===== config.mk =====
export PLATFORM = sky130hd
export DESIGN_NAME = bit_serializer_64_flat
export DESIGN_NICKNAME = d
export VERILOG_FILES = /design/src/rtl/bit_serializer_64_if.sv /design/src/rtl/bit_serializer_64.sv /design/src/flat_wrapper.sv
export SDC_FILE = /design/constraint.sdc
export NUM_CORES = 1
export LEC_CHECK = 0
export BUFFER_PORTS_ARGS = -buffer_cell sky130_fd_sc_hd__buf_2
export CAP_MARGIN = 10
export CORE_MARGIN = 3
export CORE_UTILIZATION = 59
export DETAILED_ROUTE_END_ITERATION = 7
export GPL_ROUTABILITY_DRIVEN = 0
export GPL_TIMING_DRIVEN = 0
export HOLD_SLACK_MARGIN = 0.15
export PLACE_DENSITY_LB_ADDON = 0.05
export SLEW_MARGIN = 30
export SYNTH_ARGS = -nofsm -noshare
export SYNTH_HDL_FRONTEND = slang
export SYNTH_SLANG_ARGS = --single-unit

===== constraint.sdc =====
create_clock -name clock -period 3.5 [get_ports clock]
set_input_delay 1.05 -clock clock [delete_from_list [all_inputs] [get_ports clock]]
set_output_delay 1.05 -clock clock [all_outputs]
set_load 0.05 [all_outputs]

===== src/rtl/bit_serializer_64_if.sv =====
// Purpose : word-in / bit-out stream bundle for bit_serializer_64.
// Ports   : in_valid/in_ready/in_data/in_len (word side), out_valid/out_ready/out_bit/out_last (bit side).
// Modports: master = producer+consumer side, slave = serializer side.
interface bit_serializer_64_if;
  // word side
  logic        in_valid;
  logic        in_ready;
  logic [63:0] in_data;
  logic [5:0]  in_len;
  // bit side
  logic        out_valid;
  logic        out_ready;
  logic        out_bit;
  logic        out_last;

  modport master (
    output in_valid, in_data, in_len, out_ready,
    input  in_ready, out_valid, out_bit, out_last
  );

  modport slave (
    input  in_valid, in_data, in_len, out_ready,
    output in_ready, out_valid, out_bit, out_last
  );
endinterface


===== src/rtl/bit_serializer_64.sv =====
// Purpose : latch a 64-bit word and stream len+1 of its bits, one per accepted beat, via a 64:1 mux.
// Latency : word accepted at edge N, first bit valid in cycle N+1; in_ready returns the cycle after the last beat.
// Backpr. : out_ready low freezes idx/cnt/out_bit/out_last; no new word is accepted until the current one drains.
// Ports   : clock, reset (sync, active-low), bus (slave modport of bit_serializer_64_if), busy (high while sending).

// 64:1 single-bit mux; select picks data_i[sel_i].
module mux_64_1_bit (
  input  logic [5:0]  sel_i,
  input  logic [63:0] data_i,
  output logic        bit_o
);
  assign bit_o = data_i[sel_i];
endmodule

module bit_serializer_64 #(
  parameter bit MSB_FIRST = 1'b0
) (
  input  logic               clock,
  input  logic               reset,
  bit_serializer_64_if.slave bus,
  output logic               busy
);

  typedef enum logic {
    IDLE = 1'b0,
    SEND = 1'b1
  } state_e;

  state_e      state_q, state_d;
  logic [5:0]  idx_q, idx_d;   // mux select: bit position currently presented
  logic [5:0]  cnt_q, cnt_d;   // beats already accepted for this word
  logic [5:0]  len_q, len_d;   // bits in word minus one
  logic [63:0] data_q, data_d;
  logic        mux_bit;
  logic        last;

  mux_64_1_bit u_mux (
    .sel_i  (idx_q),
    .data_i (data_q),
    .bit_o  (mux_bit)
  );

  always_ff @(posedge clock) begin
    if (!reset) begin
      state_q <= IDLE;
      idx_q   <= 6'd0;
      cnt_q   <= 6'd0;
      len_q   <= 6'd0;
      data_q  <= 64'd0;
    end else begin
      state_q <= state_d;
      idx_q   <= idx_d;
      cnt_q   <= cnt_d;
      len_q   <= len_d;
      data_q  <= data_d;
    end
  end

  always_comb begin
    state_d       = state_q;
    idx_d         = idx_q;
    cnt_d         = cnt_q;
    len_d         = len_q;
    data_d        = data_q;
    bus.in_ready  = 1'b0;
    bus.out_valid = 1'b0;
    bus.out_last  = 1'b0;
    busy          = 1'b0;
    last          = 1'b0;

    case (state_q)
      IDLE: begin
        bus.in_ready = 1'b1;
        if (bus.in_valid) begin
          data_d  = bus.in_data;
          len_d   = bus.in_len;
          // MSB-first walks down from the top requested bit to bit 0
          idx_d   = MSB_FIRST ? bus.in_len : 6'd0;
          cnt_d   = 6'd0;
          state_d = SEND;
        end
      end
      SEND: begin
        bus.out_valid = 1'b1;
        busy          = 1'b1;
        last          = (cnt_q == len_q);
        bus.out_last  = last;
        // With out_ready low nothing advances, so the presented beat is frozen.
        if (bus.out_ready) begin
          if (last) begin
            state_d = IDLE;
          end else begin
            cnt_d = cnt_q + 6'd1;
            idx_d = MSB_FIRST ? (idx_q - 6'd1) : (idx_q + 6'd1);
          end
        end
      end
      default: state_d = IDLE;
    endcase
  end

  // data_q may hold a stale word while idle; gate so the line reads 0 without a beat.
  assign bus.out_bit = mux_bit & bus.out_valid;

  // idx is fully determined by cnt and the walking direction; cnt never passes len.
  a_cnt_bound: assert property (@(posedge clock) disable iff (!reset)
    (state_q == SEND) |-> (cnt_q <= len_q));

  a_idx_track: assert property (@(posedge clock) disable iff (!reset)
    (state_q == SEND) |-> (idx_q == (MSB_FIRST ? (len_q - cnt_q) : cnt_q)));

  a_hold: assert property (@(posedge clock) disable iff (!reset)
    (bus.out_valid && !bus.out_ready) |=> (bus.out_valid && $stable(idx_q) && $stable(cnt_q)));

endmodule


===== src/flat_wrapper.sv =====
// flat-port wrapper written by rule: the top's interface ports become plain ports
module bit_serializer_64_flat 
#(
  parameter bit MSB_FIRST = 1'b0
)
  (clock, reset, busy, bus_in_valid, bus_in_data, bus_in_len, bus_out_ready, bus_in_ready, bus_out_valid, bus_out_bit, bus_out_last);
  bit_serializer_64_if bus_i ();
  input  logic clock;
  input  logic reset;
  output logic busy;
  input wire logic [$bits(bus_i.in_valid)-1:0] bus_in_valid;
  input wire logic [$bits(bus_i.in_data)-1:0] bus_in_data;
  input wire logic [$bits(bus_i.in_len)-1:0] bus_in_len;
  input wire logic [$bits(bus_i.out_ready)-1:0] bus_out_ready;
  output wire logic [$bits(bus_i.in_ready)-1:0] bus_in_ready;
  output wire logic [$bits(bus_i.out_valid)-1:0] bus_out_valid;
  output wire logic [$bits(bus_i.out_bit)-1:0] bus_out_bit;
  output wire logic [$bits(bus_i.out_last)-1:0] bus_out_last;
  assign bus_i.in_valid = bus_in_valid;
  assign bus_i.in_data = bus_in_data;
  assign bus_i.in_len = bus_in_len;
  assign bus_i.out_ready = bus_out_ready;
  assign bus_in_ready = bus_i.in_ready;
  assign bus_out_valid = bus_i.out_valid;
  assign bus_out_bit = bus_i.out_bit;
  assign bus_out_last = bus_i.out_last;
  bit_serializer_64 #(.MSB_FIRST(MSB_FIRST)) u_core (.clock(clock), .reset(reset), .bus(bus_i), .busy(busy));
endmodule

# After elaboration in Yosys (flattened, before gate mapping)
# Cells that the tools add are included.
# word_totals
n_memories,0
reg_bits,83
ram_bits,0
rom_bits,0
latchBits,0
out_inout_bits,5
# op_classes
magnitude_cmp,1
div,0
bitwise,2
mul,0
muxes,16
n_eq_ne,4
n_shift,0
add_sub_neg,2
reduce_logical,2
# ops
operator,n
two-way mux 6 bit,5
case mux 6 bit (2 select lines),2
"adder 6 x 1 -> 6 bit, second input constant",2
"less-than comparator 6 x 7 -> 1 bit, second input constant",1
two-way mux 1 bit,7
binary-select mux 1 bit (select 6 bit),1
equality test 6 bit,1
"!= test 2 bit, second input constant",3
AND reduction 3 bit,1
case mux 1 bit (2 select lines),1
AND reduction 2 bit,1
AND 1 bit,1
inverter 1 bit,1

# Depth between registers and ports, before layout
# Gate-level depths: netlist of the first run.
# depth
depth_word,4
mapped_depth,7
mapped_depth_nobuf,5

# By module
# From an unflattened synthesis of the first run, not the netlist that was laid out.
# unflattened
cells_unflattened,462
hier_area_um2,3777.4
# modules_own_cells
mod,instances,seq_area_each_um2,area_each_um2,cells_per_inst
bit_serializer_64,1,1661.6,3176.8,400
mux_64_1_bit,1,0.0,600.6,62

# Least setup slack after synthesis of the first run
# Ideal clock, no wire load.
# synth_timing
path_kind,reg2out
from,register u_core.state_q
to,output bus_out_last
setup_slack_ns,0.119
t_arrival_ns,2.331
required_time_ns,2.450
path_stages_with_launch,3
cell_sequence,dfxtp_1 -> inv_1 -> nor3_1
# synth_via
elab_chain_cells,1
# synth_lines
element,line_no,source
start: declaration,bit_serializer_64.sv:29,"state_e state_q, state_d;"
start signal: assignment,bit_serializer_64.sv:51,state_q <= state_d;
two-way mux 1 bit,bit_serializer_64.sv:71,case (state_q)
end: declaration,flat_wrapper.sv:18,output wire logic [$bits(bus_i.out_last)-1:0] bus_out_last;
# Every way passes these cells.

# Final worst setup path of the first run
# layout_timing
from,register u_core.idx_q[0]
to,output bus_out_bit
# layout_via
elab_chain_cells,3
# layout_lines
element,line_no,source
start: declaration,bit_serializer_64.sv:30,"logic [5:0] idx_q, idx_d;"
start signal: assignment,bit_serializer_64.sv:52,idx_q <= idx_d;
binary-select mux 1 bit (select 6 bit),bit_serializer_64.sv:12,assign bit_o = data_i[sel_i];
two-way mux 1 bit (not written as such),bit_serializer_64.sv:12,
AND 1 bit,bit_serializer_64.sv:103,assign bus.out_bit = mux_bit & bus.out_valid;
end: declaration,flat_wrapper.sv:17,output wire logic [$bits(bus_i.out_bit)-1:0] bus_out_bit;
# Every way passes these cells. The select of a mux whose other input is x is not followed.

==> insert_results.sql, run 1 <==
INSERT INTO impl_metrics (metric_group, metric, value, unit) VALUES
('clock_network', 'clkSlewWorstSetupHoldPaths', '80', 'ps'),
('detailed_routing', 'drt_iter0_markers', '189', ''),
('synthesis', 'post_syn_nets', '505', ''),
('synthesis', 'postSynthAreaPerCell', '9.047', 'um^2'),
('sta', 'final.setup.tns', '0', 'ps'),
('clock_network', 'cts_tree', 'yes', ''),
('synthesis', 'synthCells', '429', ''),
('layout', 'final_core_util', '74.84', '%'),
('layout', 'final_cell_count_no_fill', '601', ''),
('critical_path', 'worstSetupEndpointType', 'primary output', ''),
('placed_design', 'place.detailed.instances', '582', ''),
('detailed_routing', 'routed_wirelength', '8637', 'um'),
('sta', 'period_share', '96.98', '%'),
('layout', 'most_common_cell_after_layout_fill_and_taps_aside', 'nand2_1', ''),
('layout', 'n_fill_cell', '465', ''),
('clock_network', 'htree_levels', '3', ''),
('sta', 'tmin_final', '3394', 'ps'),
('detailed_routing', 'avgViaCountPerCell', '5.424', ''),
('sta', 'tightestPinTransition', '530.5', 'ps'),
('floorplanning', 'rows', '28', ''),
('floorplanning', 'area_of_the_die', '7587', 'um^2'),
('floorplanning', 'die-width', '87.11', 'um'),
('detailed_routing', 'detailedRoute.firstPassIterationCount', '4', ''),
('job', 'drv.max_cap_violation_count', '0', ''),
('grt', 'maximum_number_of_pins_on_one_net_before_global_route_repair', '13', ''),
('layout', 'fin_nets', '599', ''),
('layout', 'multi_input_area', '2022', 'um^2'),
('detailed_routing', 'wire_per_inst', '14.37', 'um'),
('detailed_routing', 'drt.antenna.violating_nets', '0', ''),
('placed_design', 'hpwlAfterDp', '6251', 'um'),
('sta', 'final_hold_viol_count', '0', ''),
('run_status', 'status', 'completed', ''),
('floorplanning', 'num_io_pins', '79', ''),
('detailed_routing', 'route.detailed.drc', '0', ''),
('grt', 'antenna_violations_before_repair', '0', ''),
('synthesis', 'synth-seq-area-share', '42.81', '%'),
('critical_path', 'worst_ep_required_time', '2450', 'ps'),
('floorplanning', 'die_height', '87.11', 'um'),
('pwr', 'total_leakage_power', '0.001855', 'uW'),
('clock_network', 'cell_at_the_root_of_the_clock_tree', 'clkbuf_8', ''),
('sta', 'slew_headroom', '64.64', '%'),
('synthesis', 'syn_area', '3881', 'um^2'),
('critical_path', 'cp_num_buf_inv', '2', ''),
('layout', 'drive_gt1_share', '22.43', '%'),
('placed_design', 'numPortBuffers', '78', ''),
('sta', 'achievable-frequency', '294.6', 'MHz'),
('grt', 'grt_overflow', '0', ''),
('critical_path', 'crit_type', 'reg2out', ''),
('sta', 'finalSetupViolations', '0', ''),
('floorplanning', 'initial_core_util', '63.31', '%'),
('layout', 'syn_to_final_growth', '18.21', '%'),
('critical_path', 'critPathMaxFanout', '3', ''),
('layout', 'diodes', '0', ''),
('pwr', 'peakVddDrop', '0.4100', 'mV'),
('synthesis', 'synth-warning-count', '0', ''),
('layout', 'leading_cell_types_in_the_layout_fill_and_taps_excluded', 'nand2_1, dfxtp_1, buf_2', ''),
('detailed_routing', 'vias', '3260', ''),
('clock_network', 'cts_num_sinks', '83', ''),
('pwr', 'powerDensity', '422.5', 'nW/um^2'),
('clock_network', 'worstSkewPairLatency', '350', 'ps'),
('synthesis', 'synth_seq_cells', '83', ''),
('worst_hold_path', 'hp-class', 'reg2reg', ''),
('layout', 'sequential_area', '1662', 'um^2'),
('critical_path', 'critical_path.cell_chain', 'buf_6 > mux4_1 > mux2_2 > o311ai_2 > a211o_1 > nand3_1 > buf_4', ''),
('grt', 'grt_first_pass_wirelength', '14260', 'um'),
('grt', 'grt_pass1_vias', '3142', ''),
('critical_path', 'timing.critical_path.arrival', '2340', 'ps'),
('critical_path', 'worst_path_largest_cell_delay', '540', 'ps'),
('synthesis', 'yosys.cell_types.count', '39', ''),
('grt', 'groute.usage.overall', '24.07', '%'),
('critical_path', 'crit_family', 'multiplexers', ''),
('sta', 'skew', '6.987', 'ps'),
('clock_network', 'clk_path_buf_depth', '2', ''),
('sta', 'rsz0062_at_grt', 'no', ''),
('critical_path', 'cp-start-kind', 'flop', ''),
('floorplanning', 'core_area', '6131', 'um^2'),
('clock_network', 'number_of_buffers_created_by_cts', '9', ''),
('critical_path', 'timing.critical_path.slowest_stage_cell', 'mux4_1', ''),
('sta', 'maxSlewViolCount', '0', '');
==> area by class of cell <==
| type | instances | share of cell area [%] |
|---|---|---|
| timing repair buffer | 83 | 9.381 |
| multi-input combinational | 309 | 44.07 |
| sequential | 83 | 36.21 |
| inverter | 4 | 0.3272 |
| clock inverter | 3 | 0.8726 |
| tap | 75 | 2.045 |
| buffer | 33 | 4.009 |
| clock buffer | 11 | 3.082 |
==> worst register-to-register path, stage by stage, from the launching register on <==
cell	delay, ps
dfxtp_1	490
inv_1	140
nand2_1	100
clkbuf_1	370
clkbuf_1	480
nand3_1	150
mux2i_1	180
==> metrics by stage <==
stage               power [uW]  hold WS, ps  area [um^2]  setup slack, ps
global placement          1292        447.4         4365            407.0
floorplan                 1205        438.6         3881            118.5
CTS                       1949        465.5         4549            9.646
detailed placement        1301        454.5         4365            375.9
global route              2029        479.7         4588            4.740
finish                    1939        461.4         4588            105.6
==> path summary, 6_finish.rpt <==
| check | startpoint | to | slack, ps | cells past startpoint |
|---|---|---|---|---|
| setup reg to reg | u_core.state_q | u_core.cnt_q[5] | 1520 | 6 |
| setup / recovery | u_core.idx_q[0] | bus_out_bit | 110 | 7 |
| hold reg to reg | u_core.data_q[45] | u_core.data_q[45] | 460 | 2 |
| hold / removal | u_core.data_q[45] | u_core.data_q[45] | 460 | 2 |
==> flip-flops by register name, summed over array words and instances (netlist names) <==
register / flops
u_core.idx_q: 6
u_core.cnt_q: 6
u_core.len_q: 6
u_core.data_q: 64
u_core.state_q: 1
==> per-layer routing <==
| metal | track usage [%] | routed length (um) | vias to the layer above |
|---|---|---|---|
| met5 | 0 | 0 | - |
| met4 | 6.416 | 153 | 0 |
| met3 | 6.906 | 525 | 18 |
| met2 | 40.99 | 4211 | 94 |
| met1 | 29.93 | 3747 | 1495 |
| li1 | - | - | 1653 |
==> power breakdown <==
group          switching, uW  internal, uW  leakage [uW]
sequential              26.9           995      0.000680
combinational            146           113       0.00108
clock                    318           339     0.0000950
total                    491          1450       0.00185
==> cell usage after synthesis (all sizes together) <==
master / n / area share, %
a31oi: 1 / 0.16
o311ai: 1 / 0.42
a2111oi: 2 / 0.45
and3: 5 / 0.81
nor2: 8 / 0.77
nor2b: 2 / 0.32
inv: 4 / 0.39
nand3b: 1 / 0.19
or2: 1 / 0.16
o2111ai: 3 / 0.68
dfxtp: 83 / 43
nand4: 1 / 0.16
mux2i: 4 / 1.0
xor2: 2 / 0.45
and4: 1 / 0.23
a2111o: 3 / 0.87
nor3: 1 / 0.13
a211oi: 1 / 0.19
a211o: 1 / 0.23
nand2: 151 / 15
a21oi: 2 / 0.26
xnor2: 7 / 1.6
a21boi: 70 / 14
o21a: 4 / 0.77
ha: 2 / 0.64
buf: 4 / 0.90
o211ai: 3 / 0.58
and2: 1 / 0.16
mux2: 4 / 1.2
nand3: 5 / 0.64
clkbuf: 29 / 3.8
or3: 1 / 0.16
mux4: 16 / 10
o21ai: 5 / 0.64
==> kinds of logic after synthesis <==
group / after synthesis / synth area share, %
buffers and inverters: 37 / 5.125
AND/OR/NAND/NOR: 178 / 18.34
multiplexers: 24 / 12.25
XOR/XNOR: 9 / 2.031
AO/OA/AOI/OAI: 96 / 18.79
adder cells (fa/ha/maj): 2 / 0.6446
flip-flops: 83 / 42.81
==> timing repair <==
action                                 CTS  global route
hold buffers                             0             0
endpoints found under the hold margin    0             0
setup endpoints to repair                1             1
resized for setup                        1             1
gates cloned                             0             0
buffers inserted                         0             5
No activity file was read; power rests on OpenSTA's default activity.
==> run 2: changes to the inputs <==
- MAX_ROUTING_LAYER: not set -> met4
==> insert_results.sql, run 2 (synthesis results as in run 1) <==
INSERT INTO impl_metrics (metric_group, metric, value, unit) VALUES
('critical_path', 'regToRegEndpoint', 'u_core.cnt_q[5]', ''),
('critical_path', 'regToRegStartpoint', 'u_core.state_q', ''),
('floorplanning', 'die-width', '87.11', 'um'),
('critical_path', 'timing.reg2reg.worst_path_depth', '6', ''),
('sta', 'fin_ws', '119.0', 'ps'),
('placed_design', 'post-place-ws', '375.9', 'ps'),
('sta', 'slew_headroom', '64.02', '%'),
('critical_path', 'critPathMaxFanout', '3', ''),
('worst_hold_path', 'hold_crit_endpoint', 'u_core.data_q[29]', ''),
('sta', 'skew', '7.140', 'ps'),
('clock_network', 'cts_num_sinks', '83', ''),
('pwr', 'powerDensity', '422.5', 'nW/um^2'),
('layout', 'largest_register_ffs', '64', ''),
('critical_path', 'cp-start-kind', 'flop', ''),
('clock_network', 'cell_at_the_root_of_the_clock_tree', 'clkbuf_8', ''),
('detailed_routing', 'avgViaCountPerCell', '5.409', ''),
('critical_path', 'worst_path_largest_cell_delay', '540', 'ps'),
('clock_network', 'clkSlewWorstSetupHoldPaths', '80', 'ps'),
('detailed_routing', 'detailedRoute.firstPassIterationCount', '4', ''),
('detailed_routing', 'route.detailed.drc', '0', ''),
('pwr', 'peakVddDrop', '0.4103', 'mV'),
('floorplanning', 'die_height', '87.11', 'um'),
('floorplanning', 'num_io_pins', '79', ''),
('critical_path', 'worstSetupEndpointType', 'primary output', ''),
('grt', 'antenna_violations_before_repair', '0', ''),
('pwr', 'total_leakage_power', '0.001855', 'uW'),
('sta', 'achievable-frequency', '295.8', 'MHz'),
('critical_path', 'timing.critical_path.slowest_stage_cell', 'mux4_1', ''),
('critical_path', 'worst_ep_required_time', '2450', 'ps'),
('critical_path', 'critical_path.cell_chain', 'buf_6 > mux4_1 > mux2_2 > o311ai_2 > a211o_1 > nand3_1 > buf_4', ''),
('floorplanning', 'area_of_the_die', '7587', 'um^2'),
('detailed_routing', 'wire_per_inst', '14.36', 'um'),
('worst_hold_path', 'hp-class', 'reg2reg', ''),
('job', 'drv.max_cap_violation_count', '0', ''),
('layout', 'leading_cell_types_in_the_layout_fill_and_taps_excluded', 'nand2_1, dfxtp_1, buf_2', ''),
('clock_network', 'clk_path_buf_depth', '2', ''),
('layout', 'drive_gt1_share', '22.43', '%'),
('sta', 'tmin_final', '3381', 'ps'),
('placed_design', 'numPortBuffers', '78', ''),
('layout', 'diodes', '0', ''),
('clock_network', 'cts_tree', 'yes', ''),
('grt', 'groute.usage.overall', '24.73', '%'),
('critical_path', 'rrSetupSlack', '1510', 'ps'),
('floorplanning', 'core_area', '6131', 'um^2'),
('placed_design', 'hpwlAfterDp', '6251', 'um'),
('grt', 'maximum_number_of_pins_on_one_net_before_global_route_repair', '13', ''),
('layout', 'fin_nets', '599', ''),
('critical_path', 'crit_type', 'reg2out', ''),
('detailed_routing', 'routed_wirelength', '8630', 'um'),
('layout', 'syn_to_final_growth', '18.21', '%'),
('clock_network', 'number_of_buffers_created_by_cts', '9', ''),
('sta', 'period_share', '96.60', '%'),
('worst_hold_path', 'hold_path.startpoint', 'u_core.data_q[29]', ''),
('clock_network', 'worstSkewPairLatency', '350', 'ps'),
('worst_hold_path', 'hold_depth', '2', ''),
('detailed_routing', 'drt.antenna.violating_nets', '0', ''),
('sta', 'tightestPinTransition', '539.7', 'ps'),
('sta', 'final_hold_viol_count', '0', ''),
('layout', 'top_register', 'u_core.data_q', ''),
('detailed_routing', 'drt_iter0_markers', '165', ''),
('floorplanning', 'rows', '28', ''),
('critical_path', 'timing.critical_path.arrival', '2330', 'ps'),
('grt', 'grt_pass1_vias', '3138', ''),
('critical_path', 'crit_family', 'multiplexers', ''),
('grt', 'grt_overflow', '0', ''),
('sta', 'finalSetupViolations', '0', ''),
('critical_path', 'cp.depth', '7', ''),
('layout', 'most_common_cell_after_layout_fill_and_taps_aside', 'nand2_1', ''),
('run_status', 'status', 'completed', ''),
('grt', 'grt_first_pass_wirelength', '14260', 'um'),
('critical_path', 'cp_num_buf_inv', '2', ''),
('sta', 'maxSlewViolCount', '0', ''),
('sta', 'final.setup.tns', '0', 'ps'),
('floorplanning', 'initial_core_util', '63.31', '%'),
('detailed_routing', 'vias', '3251', ''),
('clock_network', 'htree_levels', '3', ''),
('sta', 'rsz0062_at_grt', 'no', '');
==> run 2: cell counts in the layout (fill, tap and decap cells not counted) <==
No cell type changed its count.
==> run 2: repair_timing <==
item	CTS	global route
cloned	0	0
endpoints found under the setup margin	1	1
hold buffers	0	0
resized for setup	1	1
setup buffers	0	5
==> run 2: how the worst max path moves through the flow <==
stage / startpoint / endpoint / slack (ps)
after floorplan: u_core.state_q / bus_out_last / 120
after detailed placement: u_core.idx_q[0] / bus_out_bit / 380
after global placement: u_core.idx_q[0] / bus_out_bit / 410
final: u_core.idx_q[0] / bus_out_bit / 120
after global routing: u_core.idx_q[0] / bus_out_bit / 7
after CTS: u_core.idx_q[0] / bus_out_bit / 10
==> run 2: worst reg2reg max path, cell delays in order (launching register included) <==
cell      delay [ps]
dfxtp_1          490
inv_1            140
nand2_1          100
clkbuf_1         370
clkbuf_1         470
nand3_1          150
mux2i_1          180
==> run 2: cell type report <==
type / instances / area [um^2]
fill: 465 / 1543
clock inverter: 3 / 40.04
clock buffer: 11 / 141.4
sequential: 83 / 1662
timing repair buffer: 83 / 430.4
multi-input combinational: 309 / 2022
buffer: 33 / 183.9
inverter: 4 / 15.01
tap: 75 / 93.84
==> run 2: routing by layer <==
metal  up-vias  GRT usage (%)  routed length [um]  part of all wire [%]
met4         0          7.671                 153                   1.8
met3        18          6.055                 463                   5.4
li1       1653              -                   -                     -
met2        87          40.86                4205                    49
met5         -              -                   0                     0
met1      1493          29.93                3808                    44
==> run 2: through the flow <==
step,cells,instance area [um^2],util (%),total power (uW),hold WS [ps]
global placement,582,4365,71.20,1292,447.4
detailed placement,582,4365,71.20,1301,454.5
finish,601,4588,74.84,1938,462.3
floorplan,429,3881,-,1205,438.6
CTS,596,4549,74.20,1949,465.5
global route,601,4588,74.84,2026,479.7
==> run 2: where the power goes <==
part	leakage, uW	switching (uW)	total [uW]	internal, uW
Combinational	0.00108	146	259	113
Clock	0.0000950	318	657	339
Sequential	0.000680	27.0	1020	995
==> run 3: changes to the inputs <==
- ABC_AREA: not set -> 1
- PLACE_DENSITY: not set -> 0.95
- PLACE_DENSITY_LB_ADDON: 0.05 -> not set
==> insert_results.sql, run 3 <==
INSERT INTO impl_metrics (metric_group, metric, value, unit) VALUES
('critical_path', 'rrSetupSlack', '1860', 'ps'),
('synthesis', 'synth-warning-count', '0', ''),
('synthesis', 'synth_ff_type', 'dfxtp_1', ''),
('grt', 'grt_first_pass_wirelength', '17350', 'um'),
('synthesis', 'yosys.cell_types.count', '26', ''),
('detailed_routing', 'drt_iter0_markers', '497', ''),
('synthesis', 'synth-seq-area-share', '42.77', '%'),
('synthesis', 'synth_edf_count', '0', ''),
('sta', 'tmin_final', '3260', 'ps'),
('floorplanning', 'core_area', '6131', 'um^2'),
('floorplanning', 'die-width', '87.15', 'um'),
('worst_hold_path', 'hold_crit_endpoint', 'u_core.data_q[55]', ''),
('sta', 'period_share', '93.14', '%'),
('floorplanning', 'rows', '28', ''),
('placed_design', 'post-place-ws', '720.1', 'ps'),
('layout', 'leading_cell_types_in_the_layout_fill_and_taps_excluded', 'nor2_1, nand2_1, buf_2', ''),
('critical_path', 'timing.critical_path.arrival', '2210', 'ps'),
('synthesis', 'yosys-top-cells-count', 'nor2_1, nand2_1, dfxtp_1', ''),
('pwr', 'total_leakage_power', '0.002009', 'uW'),
('worst_hold_path', 'hold_path.startpoint', 'u_core.data_q[55]', ''),
('layout', 'largest_register_ffs', '64', ''),
('floorplanning', 'die_height', '87.15', 'um'),
('floorplanning', 'num_io_pins', '79', ''),
('sta', 'finalSetupViolations', '0', ''),
('layout', 'drive_gt1_share', '17.98', '%'),
('worst_hold_path', 'hp-class', 'reg2reg', ''),
('clock_network', 'clkSlewWorstSetupHoldPaths', '80', 'ps'),
('run_status', 'status', 'completed', ''),
('synthesis', 'synth_area_leaders', 'dfxtp_1, nor2_1, o21ai_0, nand2_1, a21oi_1', ''),
('synthesis', 'syn_area', '3885', 'um^2'),
('detailed_routing', 'wire_per_inst', '14.39', 'um'),
('clock_network', 'clk_path_buf_depth', '2', ''),
('layout', 'syn_to_final_growth', '16.36', '%'),
('synthesis', 'yosys.area.top_type_share', '42.77', '%'),
('sta', 'fin_ws', '239.9', 'ps'),
('clock_network', 'htree_levels', '3', ''),
('grt', 'antenna_violations_before_repair', '0', ''),
('synthesis', 'synth_top_area_cell', 'dfxtp_1', ''),
('layout', 'fin_nets', '735', ''),
('critical_path', 'cp-start-kind', 'flop', ''),
('critical_path', 'worstSetupEndpointType', 'primary output', ''),
('worst_hold_path', 'hold_depth', '2', ''),
('synthesis', 'postSynthAreaPerCell', '6.804', 'um^2'),
('grt', 'grt_pass1_vias', '3972', ''),
('clock_network', 'cts_num_sinks', '83', ''),
('floorplanning', 'area_of_the_die', '7594', 'um^2'),
('critical_path', 'regToRegEndpoint', 'u_core.cnt_q[2]', ''),
('floorplanning', 'initial_core_util', '63.37', '%'),
('sta', 'slew_headroom', '62.98', '%'),
('grt', 'grt_overflow', '0', ''),
('layout', 'diodes', '0', ''),
('synthesis', 'synth_seq_cells', '83', ''),
('critical_path', 'regToRegStartpoint', 'u_core.state_q', ''),
('detailed_routing', 'detailedRoute.firstPassIterationCount', '7', ''),
('clock_network', 'worstSkewPairLatency', '350', 'ps'),
('sta', 'rsz0062_at_grt', 'no', ''),
('clock_network', 'number_of_buffers_created_by_cts', '9', ''),
('sta', 'maxSlewViolCount', '0', ''),
('clock_network', 'cell_at_the_root_of_the_clock_tree', 'clkbuf_8', ''),
('sta', 'tightestPinTransition', '555.2', 'ps'),
('placed_design', 'hpwlAfterDp', '7772', 'um'),
('pwr', 'peakVddDrop', '0.2727', 'mV'),
('detailed_routing', 'vias', '4157', ''),
('grt', 'groute.usage.overall', '29.49', '%'),
('grt', 'maximum_number_of_pins_on_one_net_before_global_route_repair', '14', ''),
('detailed_routing', 'routed_wirelength', '10600', 'um'),
('detailed_routing', 'route.detailed.drc', '0', ''),
('clock_network', 'cts_repair_resize_count', '0', ''),
('layout', 'most_common_cell_after_layout_fill_and_taps_aside', 'nor2_1', ''),
('layout', 'top_register', 'u_core.data_q', ''),
('critical_path', 'timing.reg2reg.worst_path_depth', '6', ''),
('synthesis', 'postSynth.asyncResetShare', '0', '%'),
('pwr', 'powerDensity', '440.9', 'nW/um^2'),
('synthesis', 'post_syn_nets', '647', ''),
('detailed_routing', 'avgViaCountPerCell', '5.640', ''),
('synthesis', 'synthCells', '571', ''),
('sta', 'skew', '5.400', 'ps'),
('placed_design', 'numPortBuffers', '77', ''),
('critical_path', 'critPathMaxFanout', '10', ''),
('critical_path', 'crit_type', 'reg2out', ''),
('clock_network', 'hold_buffers', '0', ''),
('job', 'drv.max_cap_violation_count', '0', ''),
('detailed_routing', 'drt.antenna.violating_nets', '0', ''),
('clock_network', 'cts_tree', 'yes', ''),
('sta', 'final.setup.tns', '0', 'ps'),
('critical_path', 'worst_ep_required_time', '2450', 'ps'),
('clock_network', 'post_cts_buffers', '0', ''),
('sta', 'final_hold_viol_count', '0', ''),
('synthesis', 'post-synth-top-count-cell', 'nor2_1', ''),
('sta', 'achievable-frequency', '306.7', 'MHz');
run 3: cell count changes in the layout (fill, tap and decap cells not counted), sizes merged, moves of 44 or more:
cell and delta:
a21boi -70, nor2 +107, o21ai +72, inv +44
a21oi +49, nand2 -59
run 3: area by class of cell:
| cell class | count | area [um^2] |
|---|---|---|
| Tap cell | 75 | 93.84 |
| Inverter | 50 | 190.2 |
| Multi-Input combinational cell | 401 | 1842 |
| Clock inverter | 5 | 32.53 |
| Timing Repair Buffer | 77 | 385.4 |
| Buffer | 37 | 191.4 |
| Clock buffer | 9 | 123.9 |
| Sequential cell | 83 | 1662 |
| Fill cell | 499 | 1610 |
run 3: metal layers:
| metal | GRT usage [%] | up-vias | routed length [um] |
|---|---|---|---|
| met1 | 35.07 | 1859 | 4352 |
| met3 | 5.771 | 51 | 987 |
| li1 | - | 2000 | - |
| met4 | 13.25 | 0 | 344 |
| met2 | 48.31 | 247 | 4918 |
| met5 | - | - | 0 |
run 3: power breakdown:
group	internal, uW	switching (uW)
Clock	247	341
Combinational	130	229
Sequential	1010	34.0
Total	1390	603
run 3: metrics by stage:
stage / cells / cell area [um^2] / utilization [%] / power, uW / hold slack (ps)
final: 737 / 4521 / 73.73 / 1993 / 464.3
after detailed placement: 723 / 4364 / 71.18 / 1416 / 446.5
after global placement: 723 / 4364 / 71.18 / 1397 / 440.7
after global routing: 737 / 4521 / 73.73 / 2077 / 484.0
after floorplan: 571 / 3885 / - / 1300 / 429.2
after CTS: 737 / 4521 / 73.73 / 1985 / 458.2
run 3: cell families after synthesis:
family | count (synthesis) | synth area share, %
AOI/OAI and AO/OA | 130 | 16.97
DFF | 83 | 42.77
and+or+nand+nor | 258 | 27.31
xor gates and xnor gates | 11 | 2.480
adders and majority gates | 2 | 0.6440
buffers and inverters | 87 | 9.823
run 3: worst max-delay path by stage:
stage / start / endpoint / slack (ps) / cells after the start
after floorplan: u_core.state_q / bus_out_bit / 370 / 3
after global placement: u_core.idx_q[1] / bus_out_bit / 740 / 9
after detailed placement: u_core.idx_q[1] / bus_out_bit / 720 / 9
after CTS: u_core.idx_q[1] / bus_out_bit / 330 / 9
after global routing: u_core.idx_q[1] / bus_out_bit / 150 / 10
final: u_core.idx_q[1] / bus_out_bit / 240 / 9
run 3: worst max-delay path, stage by stage (launching register included):
cell and delay (ps):
dfxtp_1 340, inv_1 240, buf_2 290, nand3_1 110, a21oi_1 160, nor2_1 50, nand2_1 60, nand3_1 80
a21oi_1 210, buf_2 300
